===== config.mk =====
export PLATFORM = sky130hd
export DESIGN_NAME = data_mem_ctrl
export DESIGN_NICKNAME = d
export VERILOG_FILES = /design/src/rtl/data_mem_ctrl.sv
export SDC_FILE = /design/constraint.sdc
export NUM_CORES = 1
export LEC_CHECK = 0
export ABC_AREA = 1
export CAP_MARGIN = 20
export CORE_UTILIZATION = 36
export DETAILED_ROUTE_END_ITERATION = 12
export MAX_ROUTING_LAYER = met4
export PLACE_DENSITY = 0.75
export SETUP_SLACK_MARGIN = 0.02
export SYNTH_ARGS = -nofsm -noshare
export SYNTH_HDL_FRONTEND = slang
export SYNTH_SLANG_ARGS = --single-unit
export TNS_END_PERCENT = 50

===== constraint.sdc =====
create_clock -name clk -period 1.8 [get_ports clk]
set_input_delay 0.36 -clock clk [delete_from_list [all_inputs] [get_ports clk]]
set_output_delay 0.36 -clock clk [all_outputs]
set_load 0.05 [all_outputs]

===== src/rtl/data_mem_ctrl.sv =====
// data_mem_ctrl: IDLE/REQ/DONE data-memory access controller with an ack timeout and a sticky bus error.
// Optional feature: define DMEM_ALIGN_CHECK_EN to trap misaligned accesses (adds the misalign port).
module data_mem_ctrl #(
  parameter int ADDR_W      = 32,
  parameter int ACK_TIMEOUT = 255
) (
  input  logic              clk,
  input  logic              reset,
  input  logic              memread,
  input  logic              memwrite,
  input  logic [ADDR_W-1:0] addr,
  input  logic [31:0]       writedata,
  output logic [31:0]       readdata,
  output logic              stall,
  output logic              mem_req,
  output logic              mem_we,
  output logic [ADDR_W-1:0] mem_addr,
  output logic [31:0]       mem_wdata,
  input  logic              mem_ack,
  input  logic [31:0]       mem_rdata,
  output logic              bus_err
`ifdef DMEM_ALIGN_CHECK_EN
  ,
  output logic              misalign
`endif
);

  typedef enum logic [1:0] {
    IDLE = 2'd0,
    REQ  = 2'd1,
    DONE = 2'd2
  } state_e;

  localparam logic [9:0] TIMEOUT_C = 10'(ACK_TIMEOUT);

  state_e              state_q, state_d;
  logic [ADDR_W-1:0]   addr_q, addr_d;
  logic [31:0]         wdata_q, wdata_d;
  logic                we_q, we_d;
  logic [9:0]          cnt_q, cnt_d;
  logic [9:0]          cnt_inc;
  logic                bus_err_q, bus_err_d;
  logic [31:0]         rdata_q, rdata_d;
`ifdef DMEM_ALIGN_CHECK_EN
  logic                misalign_q, misalign_d;
`endif

  assign cnt_inc = cnt_q + 10'd1;

  always_comb begin
    // NOTE: every next-state value defaults to its register first, so no branch can infer a latch.
    state_d    = state_q;
    addr_d     = addr_q;
    wdata_d    = wdata_q;
    we_d       = we_q;
    cnt_d      = cnt_q;
    bus_err_d  = bus_err_q;
    rdata_d    = rdata_q;
`ifdef DMEM_ALIGN_CHECK_EN
    misalign_d = 1'b0;
`endif
    unique case (state_q)
      IDLE: begin
        if (memread || memwrite) begin
          addr_d  = addr;
          wdata_d = writedata;
          we_d    = memwrite;
          cnt_d   = '0;
`ifdef DMEM_ALIGN_CHECK_EN
          // Misaligned accesses never reach the bus; they retire through DONE immediately.
          if (addr[1:0] != 2'b00) begin
            state_d    = DONE;
            misalign_d = 1'b1;
            if (!memwrite) rdata_d = '0;
          end else begin
            state_d = REQ;
          end
`else
          state_d = REQ;
`endif
        end
      end
      REQ: begin
        if (mem_ack) begin
          state_d = DONE;
          if (!we_q) rdata_d = mem_rdata;
        end else begin
          cnt_d = cnt_inc;
          if (cnt_inc == TIMEOUT_C) begin
            state_d   = DONE;
            bus_err_d = 1'b1;
            if (!we_q) rdata_d = '0;
          end
        end
      end
      DONE:    state_d = IDLE;
      default: state_d = IDLE;
    endcase
  end

  always_ff @(posedge clk) begin
    if (reset) begin
      state_q    <= IDLE;
      addr_q     <= '0;
      wdata_q    <= '0;
      we_q       <= 1'b0;
      cnt_q      <= '0;
      bus_err_q  <= 1'b0;
      rdata_q    <= '0;
`ifdef DMEM_ALIGN_CHECK_EN
      misalign_q <= 1'b0;
`endif
    end else begin
      state_q    <= state_d;
      addr_q     <= addr_d;
      wdata_q    <= wdata_d;
      we_q       <= we_d;
      cnt_q      <= cnt_d;
      bus_err_q  <= bus_err_d;
      rdata_q    <= rdata_d;
`ifdef DMEM_ALIGN_CHECK_EN
      misalign_q <= misalign_d;
`endif
    end
  end

  // Stall is combinational so the processor freezes in the same cycle it issues the access.
  assign stall     = ((state_q == IDLE) && (memread || memwrite)) || (state_q == REQ);
  assign mem_req   = (state_q == REQ);
  assign mem_we    = (state_q == REQ) && we_q;
  assign mem_addr  = addr_q;
  assign mem_wdata = wdata_q;
  assign readdata  = rdata_q;
  assign bus_err   = bus_err_q;
`ifdef DMEM_ALIGN_CHECK_EN
  assign misalign  = misalign_q;
`endif

endmodule

==> impl_results.md <==
* Status: finished, final reports clean
* Worst path bufs/invs at 2
* Chip Height at 109 um
* Crit path launch: cnt_q[1]
* Crit-path max FO at 9
* Htree depth at 3
* Num CTS Buffers at 9
* Slew @ Worst Pin at 0.448 ns
* HP Class: reg -> reg
* Setup Skew at 0.00607 ns
* Yosys top cell area share at 53.6%
* Antenna fix cells at 0
* Final-report max-slew violation count at 0
* Initial drt markers at 322
* Static leakage at 2.80 nW
* CTS Sinks at 110
* RSZ-0062 raised after global routing: yes
* R2R cell count at 12
* Max Cap Viol at 0
* Via density at 4.70
* TritonCTS clock tree: done
* Area of the core at 11000 um2
* Initial antenna violation count at 0
* Clock slew seen by the registers of the worst setup and hold paths at 0.07 ns
* Final WL at 11600 um
* # DRC at 0
* Area contributors post-synth: dfxtp_1 54%, nor2_1 13%, nand2_1 8.2%
* CTS max path bufs at 2
* Die Area at 11800 um2
* Synthesis Warnings at 0
* Placement Setup Slack at 0.00407 ns
* Final period util at 98.0%
* Slowest stage cell on the critical path: dfxtp_2
* Ports at 201
* Slew margin rel. at 70.1%
* CTS hold repair buffers at 0
* Clock power frac at 29.4%
* Min-Delay Startpoint: readdata[15]
* CP endpoint kind: register
* Global Route Usage Sum at 20.1%
* Worst R2R End: readdata[18]
* Routed WL per cell at 13.0 um
* Sequential power share at 42.5%
* Vias in the first global route at 3953
* F_max at 567 MHz
* Biggest cell delay along the critical path at 0.34 ns
* Startpoint Class: register
* DPL Wire Length at 8440 um
* Via count at 4189
* Fin nets at 851
* Die width at 109 um
* Sequential area share after synthesis at 53.6%
* Initial Util at 37.4%
* Most used cell, CP: nand2_4
* Top delay family on crit path: simple AND/OR/NAND/NOR gates
* Tmin final at 1.76 ns
* First-pass DRT Iterations at 4
* Setup WS post-layout at 0.0354 ns
* Post-DRT Antenna Nets at 0
* VDD IR max at 0.000630 V
* Clock Tree Root: clkbuf_16
* Crit path to: readdata[18]
* GPL Wtd Cong at 0.882
* Switching Fraction at 32.3%
* Area growth, synth to finish at 60.5%
* Layout cell share with drive strength beyond 1 at 23.7%
* Port bufs at 200
* CP Cell Sequence: ha_4 -> nand2_4 -> inv_1 -> nor2_2 -> nand3_1 -> nor2_1 -> nand4_2 -> nand2_2 -> nand2_4 -> buf_12 -> nand2_1 -> a21oi_1
* Required @ worst endpoint at 2.01 ns
* Syn nets at 644
* Yosys top cell by area: dfxtp_1
* Critical path depth at 12
* Switch Pwr at 0.00208 W
* Post-Synthesis Cell Area at 4110 um2
* First-pass GRT wire length at 18000 um
* Power per standard cell area at 978 nW/um2
* Total gr overflow at 0
* Final core utilization at 60.0%
* Final setup viols at 0
* Synth Instances at 541
* Most common cell after layout, fill and taps aside: nor2_1
* Register-to-register setup slack at 0.04 ns
* Register bit total from synthesis at 110
* Final Hold Viols at 0
* Syn avg cell area at 7.59 um2
* Critical R2R Launch: cnt_q[1]
* Library cells used by synthesis at 23
* Pint at 0.00437 W
* Power share of the combinational group at 28.1%
* Clock Latency Late Sink at 0.34 ns
* Critical Path AT at 1.97 ns
* Commonest non-fill, non-tap cells in the layout: 139 x nor2_1, 117 x buf_4, 107 x dfxtp_1
* Largest net degree at the start of global routing at 45
* Num rows at 38
* Worst Setup Path Type: reg -> reg
state kept, by name, summed over array words and instances (netlist names):
name,cells
cnt_q,10
we_q,1
bus_err,1
state_q,2
mem_addr,32
readdata,32
mem_wdata,32
worst min-delay path, delay by kind of cell (launching register included):
kind | cells | cell delay (ns)
AOI/OAI and AO/OA | 1 | 0.05
DFF | 1 | 0.31
and+or+nand+nor | 1 | 0.06
worst min path at each step:
stage              endpoint  slack [ns]  cells after the start
4_1_cts        readdata[15]        0.46                      2
3_3_place_gp   readdata[30]        0.45                      2
5_1_grt        readdata[10]        0.48                      2
6_report       readdata[15]        0.46                      2
3_5_place_dp   readdata[15]        0.45                      2
2_1_floorplan      cnt_q[9]        0.46                      2
power by group through the flow:
stage               registers [W]  logic, W  clock network, W
detailed placement        0.00279   0.00182                 0
finish                    0.00274   0.00182           0.00190
CTS                       0.00274   0.00182           0.00193
global placement          0.00278   0.00179                 0
global route              0.00276   0.00194           0.00205
floorplan                 0.00343  0.000428                 0
through the flow:
step	power, W	hold slack [ns]	instance area, um2	instances	TNS (ns)
floorplan	0.00386	0.458	4120	541	0
global placement	0.00457	0.447	6220	873	0
detailed placement	0.00461	0.454	6220	873	0
CTS	0.00649	0.462	6520	888	0
global route	0.00674	0.483	6590	891	-2.65
finish	0.00645	0.462	6590	891	0
logic make-up (layout without fill, tap and decap cells):
group                      after synthesis  count (layout)  share of synthesized area, %
AOI/OAI and AO/OA                      111             111                          13.6
DFF                                    110             110                          53.6
buffers and inverters                   47             257                          4.90
adders and majority gates                2               2                         0.609
and+or+nand+nor                        271             271                          27.2
layout make-up:
| type | count | area [um2] |
|---|---|---|
| flip-flops and latches | 110 | 2210 |
| clock buffers | 12 | 236 |
| fillers | 982 | 4390 |
| clock inverters | 2 | 35.0 |
| repair buffers | 229 | 2120 |
| inverters | 14 | 52.6 |
| well taps | 140 | 175 |
| multi-input cells | 384 | 1770 |
routing by layer:
layer / GRT usage (%) / part of all wire, % / wire length (um) / up-vias
met1: 22.8 / 41 / 4790 / 1898
li1: - / - / - / 2134
met2: 32.7 / 49 / 5680 / 140
met5: - / 0 / 0 / -
met4: 8.30 / 1.9 / 223 / 0
met3: 6.22 / 7.7 / 886 / 17
Yosys cell counts:
| cell type | instances |
|---|---|
| ha_1 | 2 |
| nor3_1 | 1 |
| buf_1 | 4 |
| nand2_4 | 1 |
| o21ai_0 | 66 |
| nand3_2 | 1 |
| or2_2 | 1 |
| o21bai_1 | 2 |
| nor2_2 | 7 |
| nand3b_1 | 1 |
| clkbuf_1 | 24 |
| buf_6 | 3 |
| inv_1 | 14 |
| nor3_2 | 1 |
| nand2_2 | 13 |
| dfxtp_1 | 110 |
| nand2_1 | 90 |
| a21oi_1 | 43 |
| nand4_2 | 1 |
| nand3_1 | 10 |
| buf_2 | 2 |
| nor2_1 | 143 |
| and3_1 | 1 |
timing repair:
| item | CTS | global route |
|---|---|---|
| pin swaps | 5 | 5 |
| buffers inserted | 1 | 2 |
| endpoints found under the setup margin | 7 | 34 |
| gates resized for setup | 7 | 8 |
| cloned | 0 | 1 |
(Power assumes the default switching activity.)
